**config.mk**
```make
export PLATFORM = sky130hd
export DESIGN_NAME = uu_acmac_tx_mem_fetch_flat
export DESIGN_NICKNAME = d
export VERILOG_FILES = /design/src/rtl/uu_acmac_tx_mem_fetch_if.sv /design/src/rtl/uu_acmac_tx_mem_fetch.sv /design/src/flat_wrapper.sv
export SDC_FILE = /design/constraint.sdc
export NUM_CORES = 1
export LEC_CHECK = 0
export CORE_MARGIN = 1
export CORE_UTILIZATION = 45
export CTS_CLUSTER_SIZE = 28
export DETAILED_ROUTE_END_ITERATION = 6
export GPL_TIMING_DRIVEN = 0
export MAX_ROUTING_LAYER = met4
export PLACE_DENSITY = 0.79
export SLEW_MARGIN = 20
export SYNTH_ARGS = -nofsm -noshare
export SYNTH_HDL_FRONTEND = slang
export SYNTH_SLANG_ARGS = --single-unit
```
**constraint.sdc**
```tcl
create_clock -name clk -period 13.5 [get_ports clk]
set_clock_uncertainty 0.1 [all_clocks]
set_input_delay 2.7 -clock clk [delete_from_list [all_inputs] [get_ports clk]]
set_output_delay 2.7 -clock clk [all_outputs]
set_load 0.005 [all_outputs]
```
**src/rtl/uu_acmac_tx_mem_fetch_if.sv**
```systemverilog
// Command, memory-port and output-stream bundle for the TX frame buffer fetch engine.
// master = fetch engine side, slave = command source / memory / downstream side.
interface uu_acmac_tx_mem_fetch_if #(
    parameter int unsigned ADDR_W = 14,
    parameter int unsigned DATA_W = 32,
    parameter int unsigned LEN_W  = 16
);
    logic              cmd_start;
    logic [ADDR_W-1:0] cmd_base;
    logic [LEN_W-1:0]  cmd_len;
    logic              cmd_busy;
    logic              cmd_done;
    logic              cmd_err;
    logic              abort;
    logic              mem_en;
    logic              mem_wen;
    logic [ADDR_W-1:0] mem_addr;
    logic [DATA_W-1:0] mem_wdata;
    logic [DATA_W-1:0] mem_rdata;
    logic              out_valid;
    logic              out_ready;
    logic [DATA_W-1:0] out_data;
    logic              out_last;
    logic [2:0]        out_bytes;

    modport master (
        input  cmd_start, cmd_base, cmd_len, abort, mem_rdata, out_ready,
        output cmd_busy, cmd_done, cmd_err, mem_en, mem_wen, mem_addr, mem_wdata,
               out_valid, out_data, out_last, out_bytes
    );

    modport slave (
        output cmd_start, cmd_base, cmd_len, abort, mem_rdata, out_ready,
        input  cmd_busy, cmd_done, cmd_err, mem_en, mem_wen, mem_addr, mem_wdata,
               out_valid, out_data, out_last, out_bytes
    );
endinterface

```
**src/rtl/uu_acmac_tx_mem_fetch.sv**
```systemverilog
// TX frame buffer read initiator: sequential word fetch into a 2-entry output buffer.
// Optional TX_FETCH_BYTE_SWAP_EN byte-reverses each word for big-endian consumers.
module uu_acmac_tx_mem_fetch #(
    parameter int unsigned ADDR_W    = 14,
    parameter int unsigned DATA_W    = 32,
    parameter int unsigned MEM_DEPTH = 208,
    parameter int unsigned LEN_W     = 16
) (
    input  logic                    clk,
    input  logic                    rst,
    uu_acmac_tx_mem_fetch_if.master bus
);
    localparam int unsigned CNT_W = LEN_W - 1;
    localparam int unsigned BYT_W = 3;

    typedef enum logic [1:0] {S_IDLE, S_FETCH, S_DRAIN, S_DONE} state_t;

    state_t r_state, w_state_n;
    logic   r_busy, w_busy_n;
    logic   r_done, w_done_n;
    logic   r_err, w_err_n;

    logic [ADDR_W-1:0] r_addr;
    logic [CNT_W-1:0]  r_nwords;
    logic [CNT_W-1:0]  r_issue_cnt;
    logic [BYT_W-1:0]  r_last_bytes;
    logic              r_rd_pend;
    logic              r_pend_last;

    logic              r_out_valid;
    logic              r_out_last;
    logic [DATA_W-1:0] r_out_data;
    logic [BYT_W-1:0]  r_out_bytes;
    logic              r_sk_valid;
    logic              r_sk_last;
    logic [DATA_W-1:0] r_sk_data;
    logic [BYT_W-1:0]  r_sk_bytes;

    logic              w_cmd_illegal;
    logic              w_accept;
    logic              w_flush;
    logic              w_pop;
    logic              w_issue;
    logic              w_issue_last;
    logic [1:0]        w_occ;
    logic [CNT_W-1:0]  w_cmd_nwords;
    logic [BYT_W-1:0]  w_cmd_last_bytes;
    logic [ADDR_W-1:0] w_addr_inc;
    logic [DATA_W-1:0] w_new_data;
    logic [BYT_W-1:0]  w_new_bytes;

    assign w_cmd_illegal = (bus.cmd_len == '0) ||
                           (bus.cmd_len > LEN_W'(4 * MEM_DEPTH)) ||
                           (bus.cmd_base >= ADDR_W'(MEM_DEPTH));
    assign w_cmd_nwords     = CNT_W'(bus.cmd_len[LEN_W-1:2]) + CNT_W'(|bus.cmd_len[1:0]);
    assign w_cmd_last_bytes = (bus.cmd_len[1:0] == 2'd0) ? BYT_W'(4) : BYT_W'(bus.cmd_len[1:0]);
    assign w_accept = (r_state == S_IDLE) && bus.cmd_start && !w_cmd_illegal;
    assign w_flush  = (r_state != S_IDLE) && bus.abort;
    assign w_pop    = r_out_valid && bus.out_ready;

    // Words that will still occupy the buffer at the end of this cycle; a read issued now
    // lands one cycle later, so it is only safe while this stays below the buffer depth.
    assign w_occ        = 2'(r_out_valid && !bus.out_ready) + 2'(r_sk_valid) + 2'(r_rd_pend);
    assign w_issue      = (r_state == S_FETCH) && !bus.abort && (w_occ < 2'd2);
    assign w_issue_last = (r_issue_cnt == r_nwords - CNT_W'(1));
    assign w_addr_inc   = (r_addr == ADDR_W'(MEM_DEPTH - 1)) ? '0 : r_addr + ADDR_W'(1);
    assign w_new_bytes  = r_pend_last ? r_last_bytes : BYT_W'(4);

`ifdef TX_FETCH_BYTE_SWAP_EN
    assign w_new_data = {bus.mem_rdata[7:0], bus.mem_rdata[15:8],
                         bus.mem_rdata[23:16], bus.mem_rdata[31:24]};
`else
    assign w_new_data = bus.mem_rdata;
`endif

    // FSM state and registered status outputs
    always_ff @(posedge clk or posedge rst) begin
        if (rst) begin
            r_state <= S_IDLE;
            r_busy  <= 1'b0;
            r_done  <= 1'b0;
            r_err   <= 1'b0;
        end else begin
            r_state <= w_state_n;
            r_busy  <= w_busy_n;
            r_done  <= w_done_n;
            r_err   <= w_err_n;
        end
    end

    always_comb begin
        w_state_n = r_state;
        w_busy_n  = r_busy;
        w_done_n  = 1'b0;
        w_err_n   = 1'b0;
        unique case (r_state)
            S_IDLE: begin
                if (bus.cmd_start) begin
                    if (w_cmd_illegal) begin
                        w_err_n = 1'b1;
                    end else begin
                        w_state_n = S_FETCH;
                        w_busy_n  = 1'b1;
                    end
                end
            end
            S_FETCH: begin
                if (bus.abort) begin
                    w_state_n = S_IDLE;
                    w_busy_n  = 1'b0;
                end else if (w_issue && w_issue_last) begin
                    w_state_n = S_DRAIN;
                end
            end
            S_DRAIN: begin
                // Abort beats a coincident final handshake: no done pulse.
                if (bus.abort) begin
                    w_state_n = S_IDLE;
                    w_busy_n  = 1'b0;
                end else if (w_pop && r_out_last) begin
                    w_state_n = S_DONE;
                    w_busy_n  = 1'b0;
                    w_done_n  = 1'b1;
                end
            end
            S_DONE: begin
                w_state_n = S_IDLE;
                w_busy_n  = 1'b0;
            end
            default: begin
                w_state_n = S_IDLE;
                w_busy_n  = 1'b0;
            end
        endcase
    end

    // Address/count tracking, read pipeline and head+skid output buffer
    always_ff @(posedge clk or posedge rst) begin
        if (rst) begin
            r_addr       <= '0;
            r_nwords     <= '0;
            r_issue_cnt  <= '0;
            r_last_bytes <= '0;
            r_rd_pend    <= 1'b0;
            r_pend_last  <= 1'b0;
            r_out_valid  <= 1'b0;
            r_out_last   <= 1'b0;
            r_out_data   <= '0;
            r_out_bytes  <= '0;
            r_sk_valid   <= 1'b0;
            r_sk_last    <= 1'b0;
            r_sk_data    <= '0;
            r_sk_bytes   <= '0;
        end else if (w_flush) begin
            r_rd_pend   <= 1'b0;
            r_pend_last <= 1'b0;
            r_out_valid <= 1'b0;
            r_sk_valid  <= 1'b0;
        end else begin
            if (w_accept) begin
                r_addr       <= bus.cmd_base;
                r_nwords     <= w_cmd_nwords;
                r_last_bytes <= w_cmd_last_bytes;
                r_issue_cnt  <= '0;
            end else if (w_issue) begin
                r_addr      <= w_addr_inc;
                r_issue_cnt <= r_issue_cnt + CNT_W'(1);
            end
            r_rd_pend   <= w_issue;
            r_pend_last <= w_issue && w_issue_last;

            if (!r_out_valid || w_pop) begin
                if (r_sk_valid) begin
                    r_out_valid <= 1'b1;
                    r_out_data  <= r_sk_data;
                    r_out_last  <= r_sk_last;
                    r_out_bytes <= r_sk_bytes;
                    r_sk_valid  <= r_rd_pend;
                    if (r_rd_pend) begin
                        r_sk_data  <= w_new_data;
                        r_sk_last  <= r_pend_last;
                        r_sk_bytes <= w_new_bytes;
                    end
                end else begin
                    r_out_valid <= r_rd_pend;
                    if (r_rd_pend) begin
                        r_out_data  <= w_new_data;
                        r_out_last  <= r_pend_last;
                        r_out_bytes <= w_new_bytes;
                    end
                end
            end else if (r_rd_pend) begin
                r_sk_valid <= 1'b1;
                r_sk_data  <= w_new_data;
                r_sk_last  <= r_pend_last;
                r_sk_bytes <= w_new_bytes;
            end
        end
    end

    assign bus.cmd_busy  = r_busy;
    assign bus.cmd_done  = r_done;
    assign bus.cmd_err   = r_err;
    assign bus.mem_en    = w_issue;
    assign bus.mem_wen   = 1'b0;
    assign bus.mem_addr  = r_addr;
    assign bus.mem_wdata = '0;
    assign bus.out_valid = r_out_valid;
    assign bus.out_data  = r_out_data;
    assign bus.out_last  = r_out_last;
    assign bus.out_bytes = r_out_bytes;
endmodule

```
**src/flat_wrapper.sv**
```systemverilog
// flat-port wrapper written by rule: the top's interface ports become plain ports
module uu_acmac_tx_mem_fetch_flat 
#(
    parameter int unsigned ADDR_W    = 14,
    parameter int unsigned DATA_W    = 32,
    parameter int unsigned MEM_DEPTH = 208,
    parameter int unsigned LEN_W     = 16
)
  (clk, rst, bus_cmd_start, bus_cmd_base, bus_cmd_len, bus_abort, bus_mem_rdata, bus_out_ready, bus_cmd_busy, bus_cmd_done, bus_cmd_err, bus_mem_en, bus_mem_wen, bus_mem_addr, bus_mem_wdata, bus_out_valid, bus_out_data, bus_out_last, bus_out_bytes);
  uu_acmac_tx_mem_fetch_if #(.ADDR_W(ADDR_W), .DATA_W(DATA_W), .LEN_W(LEN_W)) bus_i ();
  input  logic clk;
  input  logic rst;
  input wire logic [$bits(bus_i.cmd_start)-1:0] bus_cmd_start;
  input wire logic [$bits(bus_i.cmd_base)-1:0] bus_cmd_base;
  input wire logic [$bits(bus_i.cmd_len)-1:0] bus_cmd_len;
  input wire logic [$bits(bus_i.abort)-1:0] bus_abort;
  input wire logic [$bits(bus_i.mem_rdata)-1:0] bus_mem_rdata;
  input wire logic [$bits(bus_i.out_ready)-1:0] bus_out_ready;
  output wire logic [$bits(bus_i.cmd_busy)-1:0] bus_cmd_busy;
  output wire logic [$bits(bus_i.cmd_done)-1:0] bus_cmd_done;
  output wire logic [$bits(bus_i.cmd_err)-1:0] bus_cmd_err;
  output wire logic [$bits(bus_i.mem_en)-1:0] bus_mem_en;
  output wire logic [$bits(bus_i.mem_wen)-1:0] bus_mem_wen;
  output wire logic [$bits(bus_i.mem_addr)-1:0] bus_mem_addr;
  output wire logic [$bits(bus_i.mem_wdata)-1:0] bus_mem_wdata;
  output wire logic [$bits(bus_i.out_valid)-1:0] bus_out_valid;
  output wire logic [$bits(bus_i.out_data)-1:0] bus_out_data;
  output wire logic [$bits(bus_i.out_last)-1:0] bus_out_last;
  output wire logic [$bits(bus_i.out_bytes)-1:0] bus_out_bytes;
  assign bus_i.cmd_start = bus_cmd_start;
  assign bus_i.cmd_base = bus_cmd_base;
  assign bus_i.cmd_len = bus_cmd_len;
  assign bus_i.abort = bus_abort;
  assign bus_i.mem_rdata = bus_mem_rdata;
  assign bus_i.out_ready = bus_out_ready;
  assign bus_cmd_busy = bus_i.cmd_busy;
  assign bus_cmd_done = bus_i.cmd_done;
  assign bus_cmd_err = bus_i.cmd_err;
  assign bus_mem_en = bus_i.mem_en;
  assign bus_mem_wen = bus_i.mem_wen;
  assign bus_mem_addr = bus_i.mem_addr;
  assign bus_mem_wdata = bus_i.mem_wdata;
  assign bus_out_valid = bus_i.out_valid;
  assign bus_out_data = bus_i.out_data;
  assign bus_out_last = bus_i.out_last;
  assign bus_out_bytes = bus_i.out_bytes;
  uu_acmac_tx_mem_fetch #(.ADDR_W(ADDR_W), .DATA_W(DATA_W), .MEM_DEPTH(MEM_DEPTH), .LEN_W(LEN_W)) u_core (.clk(clk), .rst(rst), .bus(bus_i));
endmodule
```
==> impl_metrics.json, run 1 <==
{
  "status": "complete, no violations",
  "grt_pass1_wl_mm": 24.0,
  "synth.cell_area_um2": 6430,
  "cts_root_buffer": "clkbuf_16",
  "hold_ws_ps": 389,
  "antenna_found_initial": 0,
  "worst_hold_path_type": "flip-flop to flip-flop",
  "placementRows": 43,
  "drive_gt1_share_pct": 13.3,
  "io_buffer_count": 121,
  "syn_inst": 634,
  "final_max_slew_viol_count": 0,
  "ioPinCount": 155,
  "fp.dieH_um": 122,
  "synth_compound_area_share_pct": 9.66,
  "fillers": 1100,
  "clock_latency_ps": 410,
  "setup_viol": 0,
  "fin_setup_tns_ps": 0,
  "start_util_pct": 46.2,
  "fmax_mhz": 117,
  "synth_top_area_cell": "dfrtp_1",
  "post_drt_wl_per_cell_um": 14.8,
  "cp_max_fo": 10,
  "synth_top_area_share_pct": 49.8,
  "startpoint_type": "input port",
  "ys_ff_latch": 128,
  "drc": 0,
  "synthMuxAreaShare_pct": 11.3,
  "rsz0062_at_grt": "no",
  "r2r_setup_slack_ps": 10370,
  "r2r_start": "u_core.bus.mem_addr[0]",
  "ant_nets": 0,
  "synth-simple-area-share_pct": 16.7,
  "synth_top_family_by_area": "simple AND/OR/NAND/NOR gates",
  "whs_path_depth": 2,
  "place.gp.congestion": 0.861,
  "clk_pin_slew_ps": 60,
  "vias_per_cell": 5.24,
  "powerDensity_nw_per_um2": 162,
  "final_common_cell": "dfrtp_1",
  "cts_resized": 0,
  "ir_drop_v": 0.0000955,
  "die_w_um": 122,
  "cts_max_level": 4,
  "drt-total-wl_mm": 14.8,
  "grt_usage_pct": 21.3,
  "min-delay-start": "u_core.r_sk_bytes[1]",
  "fin_nets": 880,
  "yosysSeqAreaShare_pct": 49.8,
  "cts_tree": "done",
  "min_to": "u_core.r_sk_bytes[1]",
  "post-cts-setup-buffer-count": 0,
  "synthAdderAreaFrac_pct": 1.17,
  "hold_viol": 0,
  "clkSinkCount": 128,
  "grt-ovfl-total": 0,
  "yosysUniqueCellTypes": 49,
  "cts_buffers": 17,
  "first_iter_violations": 405,
  "cts_buffer_depth": 2,
  "drv.max_cap_violation_count": 0,
  "dieArea_um2": 14800,
  "hpwl_mm": 10.4,
  "yosysWarnings": 0,
  "worst_pin_slew_ps": 972,
  "layout_common_cells": "dfrtp_1 (128), clkdlybuf4s50_1 (121), nor2_1 (73)",
  "maxSlewHeadroom_pct": 34.6,
  "power_leakage_uw": 0.00386,
  "grt_max_degree": 96,
  "core-area_um2": 13900,
  "first_global_vias": 4989,
  "path_class": "input port to output pin",
  "postCtsHoldBufs": 0,
  "vias": 5232,
  "rr_worst_depth": 8,
  "period_needed_ps": 8530,
  "syn2layout_area_growth_pct": 34.9,
  "synthTopCellsByArea": "dfrtp_1 (50%), mux2_2 (6.1%), mux2i_1 (5.1%)",
  "r2r-end": "u_core.bus.mem_addr[9]",
  "cp-end-kind": "output pin",
  "synthXorXnorAreaFrac_pct": 5.17,
  "fin_crit_sh_pct": 63.2,
  "antenna_cells": 0,
  "dr.pass1.iters": 4,
  "arrival_ps": 5730,
  "syn_area_per_cell_um2": 10.1,
  "crit_required_ps": 10700
}
==> per-stage QoR <==
step | utilization [%] | total power, uW | setup WS (ps) | cells | cell area, um2
after floorplan | - | 723 | 6480 | 666 | 6560
after global placement | 57.3 | 897 | 5000 | 967 | 7990
after detailed placement | 57.6 | 916 | 5000 | 968 | 8030
after CTS | 62.3 | 1420 | 4970 | 999 | 8680
after global routing | 62.3 | 1480 | 4690 | 999 | 8680
final | 62.3 | 1410 | 4970 | 999 | 8680
==> power breakdown <==
part	internal [uW]	switching, uW
clock network	332	166
logic	210	136
registers	497	66.1
total	1040	369
==> cell type report <==
type                    count  area, um2  share of cell area (%)
plain buffers              65        377                    4.34
clock buffers              18        439                    5.06
clock inverters            13        213                    2.45
inverters                   6       30.0                   0.346
multi-input cells         467       2950                    34.0
flip-flops and latches    128       3200                    36.9
well taps                 180        225                    2.60
repair buffers            122       1240                    14.3
==> critical path: stages <==
cell and delay [ps]:
clkdlybuf4s50_1 420, nor2b_1 110, clkbuf_1 210, ha_1 270, a21oi_1 190, nand2_1 230
inv_1 160, clkbuf_1 380, buf_1 450, clkdlybuf4s50_1 600
==> logic make-up (layout without fill, tap and decap cells) <==
logic type,Yosys count,count (layout)
buffers and inverters,71,224
XOR/XNOR,38,38
other,1,33
AND/OR/NAND/NOR,216,216
AO/OA/AOI/OAI,106,106
multiplexers,68,68
flip-flops,128,128
adder cells (fa/ha/maj),6,6
==> how the worst max path moves through the flow <==
stage                   from         end  slack [ps]  depth (start not counted)
2_1_floorplan  bus_out_ready  bus_mem_en        6480                          8
3_3_place_gp   bus_out_ready  bus_mem_en        5000                         10
3_5_place_dp   bus_out_ready  bus_mem_en        5000                         10
4_1_cts        bus_out_ready  bus_mem_en        4970                         10
5_1_grt        bus_out_ready  bus_mem_en        4690                         10
6_report       bus_out_ready  bus_mem_en        4970                         10
==> synthesized netlist by cell type, drive strengths merged <==
| cell type | number |
|---|---|
| a31oi | 7 |
| ha | 6 |
| o211ai | 2 |
| a21oi | 43 |
| and3 | 10 |
| mux2 | 35 |
| o22ai | 4 |
| xnor2 | 18 |
| nand2 | 48 |
| buf | 42 |
| nand2b | 4 |
| or4b | 1 |
| o32ai | 1 |
| o21ai | 32 |
| a22oi | 1 |
| or3 | 4 |
| nor3b | 7 |
| nor2 | 73 |
| xor2 | 20 |
| clkbuf | 23 |
| a221o | 5 |
| and4 | 2 |
| a211oi | 2 |
| o311ai | 1 |
| nand3b | 2 |
| a221oi | 1 |
| nor2b | 5 |
| nor3 | 11 |
| or4 | 8 |
| o41ai | 2 |
| a21boi | 1 |
| a21o | 3 |
| mux2i | 33 |
| a32oi | 1 |
| or2 | 2 |
| conb | 1 |
| and4b | 1 |
| nand4 | 11 |
| inv | 6 |
| nor4 | 9 |
| dfrtp | 128 |
| nand3 | 10 |
| and2 | 8 |
==> flip-flops by register name (all words and copies together), names as in the netlist <==
| signal | flops |
|---|---|
| u_core.bus.cmd_busy | 1 |
| u_core.bus.cmd_done | 1 |
| u_core.bus.cmd_err | 1 |
| u_core.bus.mem_addr | 14 |
| u_core.bus.out_bytes | 3 |
| u_core.bus.out_data | 32 |
| u_core.bus.out_last | 1 |
| u_core.bus.out_valid | 1 |
| u_core.r_issue_cnt | 15 |
| u_core.r_last_bytes | 3 |
| u_core.r_nwords | 15 |
| u_core.r_pend_last | 1 |
| u_core.r_rd_pend | 1 |
| u_core.r_sk_bytes | 3 |
| u_core.r_sk_data | 32 |
| u_core.r_sk_last | 1 |
| u_core.r_sk_valid | 1 |
| u_core.r_state | 2 |
==> metal layers <==
metal / vias to the layer above / global-route usage (%) / part of all wire [%]
met1: 2567 / 25.4 / 43
li1: 2511 / - / -
met3: 10 / 5.38 / 4.7
met2: 144 / 35.5 / 51
met5: - / - / 0
met4: 0 / 6.40 / 0.92
(Power assumes the default switching activity.)
==> inputs of run 2 (changes only) <==
Clock period 13.5 ns to 8.6 ns, I/O delays scaled along.
==> results of run 2 <==
Same layout as run 1 (identical final DEF). Status: complete, no violations.
Main changes from that run: setup slack after placement 5000 ps -> 2060 ps; setup slack after layout 4970 ps -> 2030 ps; register-to-register setup slack 10370 ps -> 5470 ps; total power 1410 uW -> 2210 uW; worst IR drop on VDD 0.0000955 V -> 0.000150 V
==> inputs of run 3 (changes only) <==
Settings changed: PLACE_DENSITY 0.79 to 0.81.
Clock period 8.6 ns to 5.39 ns, I/O delays scaled along.
==> run 3 against run 2 <==
Sequential share of layout area is 0.25 points higher; worst setup slack worse by 1600 ps; sequential cell count unchanged; design area fell by 0.66%; power increased by 55%; critical path depth shrank 1; clock power increased by 46%; clock-buffer cell count stayed put; routed wire length increased by 0.90%; hold slack worse by 6.8 ps; global-route usage increased by 0.64 points; first-iteration DRC count rose by 12%; critical path type unchanged; critical endpoint unchanged; largest cell class unchanged; highest routed layer unchanged.
==> impl_metrics.json, run 3 (synthesis gave the netlist of run 1 again) <==
{
  "vias_per_cell": 5.23,
  "cp_max_fo": 11,
  "min_to": "u_core.r_sk_bytes[0]",
  "slowest_stage": "clkdlybuf4s50_1",
  "post-route-util_pct": 61.9,
  "r2r_setup_slack_ps": 2300,
  "clock_latency_ps": 420,
  "ioPinCount": 155,
  "core-area_um2": 13900,
  "first_iter_violations": 453,
  "powerDensity_nw_per_um2": 397,
  "io_buffer_count": 121,
  "arrival_ps": 3800,
  "ir_drop_v": 0.000291,
  "period_needed_ps": 4970,
  "hpwl_mm": 10.6,
  "multi_input_area_um2": 2950,
  "fin_setup_tns_ps": 0,
  "regArea_um2": 3200,
  "cts_buffers": 17,
  "place.gp.congestion": 0.841,
  "power_leakage_uw": 0.00384,
  "startpoint_type": "input port",
  "drv.max_cap_violation_count": 0,
  "setup_viol": 0,
  "cp-end-kind": "output pin",
  "clkSinkCount": 128,
  "fp.dieH_um": 122,
  "final_max_slew_viol_count": 0,
  "ant_nets": 0,
  "crit_top_cell": "clkdlybuf4s50_1",
  "maxSlewHeadroom_pct": 38.3,
  "syn2layout_area_growth_pct": 34.0,
  "clk_pin_slew_ps": 60,
  "dr.pass1.iters": 5,
  "crit_required_ps": 4210,
  "grt-ovfl-total": 0,
  "first_global_vias": 5064,
  "grt_max_degree": 89,
  "path_class": "input port to output pin",
  "fin_crit_sh_pct": 92.3,
  "drive_gt1_share_pct": 13.6,
  "antenna_cells": 0,
  "post_drt_wl_per_cell_um": 15.0,
  "whs_path_depth": 2,
  "rr_worst_depth": 8,
  "worst_hold_path_type": "flip-flop to flip-flop",
  "slowest_delay_ps": 550,
  "final_common_cell": "dfrtp_1",
  "fmax_mhz": 201,
  "r2r-end": "u_core.bus.mem_addr[8]",
  "antenna_found_initial": 0,
  "drc": 0,
  "grt_usage_pct": 22.0,
  "cts_root_buffer": "clkbuf_16",
  "crit_chain": "clkdlybuf4s50_1 > nor2b_1 > clkbuf_1 > ha_1 > a21oi_1 > nand2_1 > inv_1 > clkbuf_2 > clkdlybuf4s50_1",
  "fillers": 1103,
  "min-delay-start": "u_core.r_sk_bytes[0]",
  "dieArea_um2": 14800,
  "r2r_start": "u_core.bus.mem_addr[0]",
  "cts_buffer_depth": 2,
  "rsz0062_at_grt": "no",
  "placementRows": 43,
  "fin_nets": 879,
  "worst_pin_slew_ps": 917,
  "vias": 5228,
  "drt-total-wl_mm": 15.0,
  "hold_viol": 0,
  "start_util_pct": 46.2,
  "cts_tree": "done",
  "grt_pass1_wl_mm": 24.7,
  "die_w_um": 122,
  "status": "complete, no violations",
  "hold_ws_ps": 382,
  "layout_common_cells": "dfrtp_1 (128), clkdlybuf4s50_1 (121), nor2_1 (73)",
  "cts_max_level": 4
}
==> run 3: changes by cell type in the layout (fill, tap and decap cells not counted), sizes merged <==
cell,delta
bufinv,-3
buf,-1
inv,+3
clkinv,+1
==> run 3: final cells by class <==
class                   instances  area share, %
multi-input cells             467           34.3
clock inverters                14           1.83
well taps                     180           2.61
repair buffers                122           14.4
clock buffers                  18           5.09
plain buffers                  64           4.34
inverters                       6          0.348
flip-flops and latches        128           37.2
==> run 3: metrics by stage <==
stage	total power [uW]	cells	area, um2	setup slack [ps]
floorplan	1810	666	6560	799
detailed placement	2290	968	8030	77.1
global placement	2250	967	7990	-952
finish	3430	999	8620	416
CTS	3450	1000	8620	62.3
global route	3620	999	8620	168
==> run 3: worst max-delay path by stage <==
stage	start	to	slack, ps
2_1_floorplan	rst	u_core.bus.cmd_busy	800
4_1_cts	bus_out_ready	bus_mem_en	60
3_3_place_gp	rst	u_core.r_sk_data[29]	-950
3_5_place_dp	bus_out_ready	bus_mem_en	80
5_1_grt	bus_out_ready	bus_mem_en	170
6_report	bus_out_ready	bus_mem_en	420
==> run 3: critical path: cells and delay by family <==
kind	cells	cell delay [ps]
AOI/OAI and AO/OA	1	190
adders and majority gates	1	280
buffers and inverters	5	1910
and+or+nand+nor	2	340
==> run 3: power breakdown <==
part | total [uW] | internal (uW) | switching (uW) | leakage, uW
Combinational | 870 | 525 | 345 | 0.00190
Clock | 1140 | 699 | 445 | 0.000283
Sequential | 1410 | 1250 | 167 | 0.00165
==> run 3: layer usage <==
layer	routed length [um]	track usage (%)	vias up	share of wire, %
met5	0	-	-	0
met4	344	8.72	0	2.3
met3	697	4.87	29	4.7
met1	6500	26.9	2544	43
li1	-	-	2517	-
met2	7430	35.4	138	50
==> run 3: repair_timing <==
item / 4_1_cts / 5_1_grt
hold buffers: 0 / 0
resized for setup: 0 / 1
buffers inserted: 0 / 0
endpoints found under the setup margin: 0 / 1
